==> src/rtl/channel_voice.sv <==
// Square-wave tone generator: phase accumulator plus two-stage amplitude pipeline.
// Each sample strobe yields one signed sample three clocks later.
module channel_voice #(
    parameter int PHASE_WIDTH = 32
) (
    input  logic                   i_clk,
    input  logic                   i_rst_n,
    input  logic                   i_sample_stb,
    input  logic                   i_phase_clr,
    input  logic [PHASE_WIDTH-1:0] i_phase_delta,
    input  logic [7:0]             i_top,
    input  logic                   i_top_valid,
    input  logic [8:0]             i_envelope,
    output logic signed [17:0]     o_sample,
    output logic                   o_sample_valid
);

    logic [PHASE_WIDTH-1:0] r_phase;
    logic [PHASE_WIDTH-1:0] phase_next;
    logic [7:0]             r_top;

    logic       s1_valid;
    logic       s1_sign;
    logic       s1_rest;
    logic [7:0] s1_top;
    logic [8:0] s1_env;

    logic        s2_valid;
    logic        s2_sign;
    logic [16:0] s2_mag;
    logic [17:0] s2_mag_ext;

    // A phase clear wins over the add, so a clear+strobe sample sees phase 0.
    always_comb begin
        phase_next = r_phase;
        if (i_phase_clr) begin
            phase_next = '0;
        end else if (i_sample_stb) begin
            phase_next = r_phase + i_phase_delta;
        end
    end

    assign s2_mag_ext = {1'b0, s2_mag};

    always_ff @(posedge i_clk or negedge i_rst_n) begin
        if (!i_rst_n) begin
            r_phase        <= '0;
            r_top          <= 8'hFF;
            s1_valid       <= 1'b0;
            s1_sign        <= 1'b0;
            s1_rest        <= 1'b0;
            s1_top         <= '0;
            s1_env         <= '0;
            s2_valid       <= 1'b0;
            s2_sign        <= 1'b0;
            s2_mag         <= '0;
            o_sample       <= '0;
            o_sample_valid <= 1'b0;
        end else begin
            r_phase <= phase_next;
            if (i_top_valid) begin
                r_top <= i_top;
            end

            // r_top is captured before any same-cycle update takes effect.
            s1_valid <= i_sample_stb;
            if (i_sample_stb) begin
                s1_sign <= phase_next[PHASE_WIDTH-1];
                s1_rest <= (i_phase_delta == '0);
                s1_top  <= r_top;
                s1_env  <= i_envelope;
            end

            s2_valid <= s1_valid;
            s2_sign  <= s1_sign;
            s2_mag   <= s1_rest ? 17'd0 : 17'(s1_top) * 17'(s1_env);

            o_sample_valid <= s2_valid;
            if (s2_valid) begin
                o_sample <= s2_sign ? -s2_mag_ext : s2_mag_ext;
            end
        end
    end

endmodule

==> config.mk <==
export PLATFORM = sky130hd
export DESIGN_NAME = channel_voice
export DESIGN_NICKNAME = d
export VERILOG_FILES = /design/src/rtl/channel_voice.sv
export SDC_FILE = /design/constraint.sdc
export NUM_CORES = 1
export LEC_CHECK = 0
export CORE_AREA = 5 5 126 128
export CTS_BUF_LIST = sky130_fd_sc_hd__clkbuf_2
export CTS_CLUSTER_DIAMETER = 150
export DETAILED_ROUTE_END_ITERATION = 10
export DIE_AREA = 0 0 131 133
export GPL_TIMING_DRIVEN = 0
export MAX_ROUTING_LAYER = met4
export PLACE_DENSITY_LB_ADDON = 0.15
export SLEW_MARGIN = 15
export SYNTH_ARGS = -nofsm -noshare
export SYNTH_HDL_FRONTEND = slang
export SYNTH_SLANG_ARGS = --single-unit
==> constraint.sdc <==
create_clock -name i_clk -period 4.5 [get_ports i_clk]
set_clock_uncertainty 0.1 [all_clocks]
set_input_delay 1.35 -clock i_clk [delete_from_list [all_inputs] [get_ports i_clk]]
set_output_delay 1.35 -clock i_clk [all_outputs]
set_load 0.02 [all_outputs]
Word-level counts from Yosys, hierarchy flattened
Cells that the tools add are included.
W data, S select, Z words.

cells by class
  add/subtract/negate cells = 2
  $mul = 1
  multiplexer cells = 4
  reductions and logical operators = 2

operators by type and width
  operator            number
  $mux W32            2
  $add A32 B32 Y32    1
  $logic_not A32 Y1   1
  $mux W18            1
  $neg A17 Y18        1
  $mul A8 B9 Y17      1
  $mux W17            1
  $reduce_bool A2 Y1  1

storage, ports and cells
  flip-flop bits (word level) = 98
  output and inout port bits = 19

Depth between registers and ports, before layout
  word-level depth = 3
  depth in mapped cells = 19

Worst setup path before layout
No wires, ideal clock.

  kind = flip-flop to flip-flop
  start point = register s1_top[7]
  end point = register s2_mag[15]
  arrival time = 4319 ps
  setup slack = -51 ps
  cell stages (with the launch flop) = 18
  buffers on the path = 1
  period minus slack after synthesis = 4551 ps
  cell sequence = dfrtp_1 clkbuf_1 nand2_1 fa_1 fa_1 inv_1 fa_1 inv_1 fa_1 inv_1 ha_1 nor2b_1 o21a_1 o41ai_1 o21a_1 o21ai_0 xnor2_1 nor2_1

on the way
  cells in the longest elaborated chain, start to end = 2

ends and longest elaborated chain
  item                      RTL line  RTL
  start: declaration        25        logic [7:0] s1_top;
  start signal: assignment  70        s1_top <= r_top;
  $mul A8 B9 Y17            76        s2_mag <= s1_rest ? 17'd0 : 17'(s1_top) * 17'(s1_env);
  $mux W17                  76
  end signal: assignment    76
  end: declaration          30        logic [16:0] s2_mag;

Every way passes these cells.
A chain may end at the register's enable or synchronous reset.

Worst setup path in the final report
  start point = register s1_env[0]
  end point = register s2_mag[13]

on the way
  cells in the longest elaborated chain, start to end = 2

ends and longest elaborated chain
  item                      RTL line  RTL
  start: declaration        26        logic [8:0] s1_env;
  start signal: assignment  71        s1_env <= i_envelope;
  $mul A8 B9 Y17            76
  $mux W17                  76

Every way passes these cells.

==> run metrics <==
status completed; Layout area overhead 20.4%; # H-tree levels 3; cell row count 45; Horiz. Die Dim 131 µm; detailed-route via count between 6000 and 7000; most frequent cells in the layout 78 x dfrtp_1, 72 x nor2_1, 70 x clkdlybuf4s50_1, 61 x inv_1, 59 x ha_1; PD cells 604 nW/µm²; initial antenna violation count 1; Placed Cells roughly 1100; proportion of layout cells with a drive suffix above 1 15.5%; Residual DRC 0; pin count of the biggest net entering global routing 55; clock slew at reported path FFs 0.31 ns; Routed WL per cell roughly 16 µm; final std cells w/o fill 1101; Max Freq between 0.2 and 0.25 GHz; CTS tree yes; EDFF count, synth 0; Routed Antenna Nets 0; Max FO, Critical Path 6; Initial Utilization a little over half; Total Routing Usage GR 21.6%; Post-Syn Area 7680 µm²; total CTS buffers 9; post-synthesis sequential area ratio 32.1%; Synth Instances ~800; clock root buffer clkbuf_2; initial DRC count 327; Crit. End Element register; DP HPWL 13100 µm; IO Port Bufs 71; die height 133 µm; slowest CP cell dfrtp_2; startpoint types register; commonest non-fill, non-tap cell in the layout dfrtp_1; Worst path most repeated cell fa_1; synth unique cells 53; CP required 4.98 ns; Final setup viols 0; worst path cell trace and2_4, fa_2, fa_1, ha_1, inv_1, fa_1, inv_2, ha_4, a21o_1, a21oi_4, nor2b_4, o21a_4, o41ai_4, o21a_1, buf_4, xor2_1, nor2_1; Crit path arrival time between 4 and 5 ns; Vias/cell 5.61; Synth Area per Inst 9.59 µm²; total gr overflow 0; Leakage 4.24 nW; HP Class reg2reg; Final Max Slew Viols 0; leading register cell type out of synthesis dfrtp_1; worst vdd ir 0.430 mV; final wirelength 17600 µm; Async S/R FF share, synth 100%; clk_lat worst skew 0.64 ns; WS Path Type reg2reg; WHS 0.300 ns; vias in the first global route ~6500; Clock Path Buffers 2; DIE AREA 17400 µm²; NumNets Final 1073; actual slew at the worst max-slew pin between 0.8 and 0.9 ns; Syn Nets 967; Placeable Area 14800 µm²; Pre-antenna DRT Iters 5; IO Count 73; RSZ-0062 raised after global routing yes; clk sink count 98; Max Cap Violations 0; final worst path period share between 90% and 100%; Rel. slew slack between 40% and 50%; global-route wire length before repair 29800 µm; synthesized flop and latch total 98; RD Place Congestion 0.885; min Tclk post-route 4.46 ns; CP peak stage delay 0.53 ns; Hold Vio Cnt, Final 0; synth warn 0
## path summary, 6_finish.rpt
kind	from	endpoint	slack, ns	cells past startpoint
max in group asynchronous	i_rst_n	s1_valid	3.19	2
worst min-delay path	s1_valid	s2_valid	0.30	0
worst max register to register	s1_env[0]	s2_mag[13]	0.04	17
worst max-delay path	s1_env[0]	s2_mag[13]	0.04	17
worst min register to register	s1_valid	s2_valid	0.30	0
min in group asynchronous	i_rst_n	s1_env[2]	0.46	1
## logic make-up (layout without fill, tap and decap cells)
group / Yosys count / count (layout) / synth area share, %
compound gates: 144 / 144 / 12.0
xor+xnor: 53 / 53 / 6.04
fa+ha+maj: 112 / 112 / 22.4
buf+inv: 97 / 208 / 4.74
flops: 98 / 98 / 32.1
mux: 44 / 44 / 6.17
other cells: 0 / 1 / 0
simple gates: 253 / 253 / 16.6
## sequential cells by signal, summed over array words and instances (netlist names), 8 cells and up
name	cells
s1_top	8
r_top	8
s2_mag	17
r_phase	32
s1_env	9
o_sample	18
## report_power, final
group / total (mW) / switching, mW / internal, mW
Sequential: 1.34 / 0.198 / 1.14
Combinational: 3.77 / 1.96 / 1.82
Clock: 0.472 / 0.333 / 0.139
## routing by layer
metal / up-vias / routed length (µm) / track usage (%)
met4: 0 / 425 / 6.46
met3: 38 / 669 / 2.95
met1: 3031 / 7280 / 26.3
met5: - / 0 / -
met2: 151 / 9270 / 36.9
li1: 2952 / - / -
## worst max-delay path, delay by kind of cell, from the launching register on
kind            cells  cell delay, ns
compound gates      5            1.20
flops               1            0.53
fa+ha+maj           5            1.88
simple gates        3            0.30
buf+inv             3            0.23
xor+xnor            1            0.15
## synthesized netlist by cell type (2+ instances only)
library cell	number	share of area (%)
a211o_1	2	0.23
a211oi_1	8	0.78
a21o_1	15	1.5
a21oi_1	54	3.5
a221o_1	2	0.26
a22o_1	3	0.34
a31oi_1	6	0.49
a32oi_1	2	0.23
a41oi_1	2	0.23
and2_1	59	4.8
and3_1	9	0.73
clkbuf_1	24	1.2
dfrtp_1	90	29
dfstp_2	8	2.7
fa_1	43	11
ha_1	69	11
inv_1	72	3.5
mux2_2	27	4.0
mux2i_1	17	2.2
nand2_1	49	2.4
nand2b_1	2	0.16
nand3_1	7	0.46
nand4_1	7	0.57
nor2_1	73	3.6
nor2b_1	9	0.73
nor3_1	9	0.59
nor4_1	11	0.90
o211ai_1	5	0.49
o21a_1	4	0.39
o21ai_0	22	1.4
o21bai_1	4	0.39
o22ai_1	2	0.16
o311ai_0	2	0.23
o31ai_1	3	0.29
or3_1	10	0.81
or4_1	2	0.20
xnor2_1	26	3.0
xor2_1	27	3.1
## cell type report
class                           count  area (µm²)
Tap cell                          188         235
Buffer                             23        86.3
Clock inverter                      7        81.3
Sequential cell                    98        2480
Timing Repair Buffer               96         935
Antenna cell                        1        2.50
Fill cell                        1227        5500
Multi-Input combinational cell    606        5110
Inverter                           73         274
Clock buffer                        9        45.0
## timing repair
item / 4_1_cts / 5_1_grt
pin swaps: 7 / 44
endpoints found under the hold margin: 0 / 0
buffers inserted: 11 / 13
setup endpoints to repair: 4 / 6
hold buffers: 0 / 0
gates resized for setup: 23 / 50
## stage by stage
stage / power, mW / cell area (µm²) / setup WS, ns / util, % / setup TNS, ns
after detailed placement: 4.33 / 8660 / -0.422 / 58.7 / -3.25
after global placement: 4.24 / 8630 / -1.64 / 58.5 / -153.15
final: 5.58 / 9250 / 0.0415 / 62.7 / 0
after floorplan: 3.57 / 7690 / 0.0552 / - / 0
after CTS: 5.05 / 8950 / 0.00609 / 60.6 / 0
after global routing: 6.11 / 9250 / -0.143 / 62.7 / -0.402
Power figures use the tool's default switching activity.
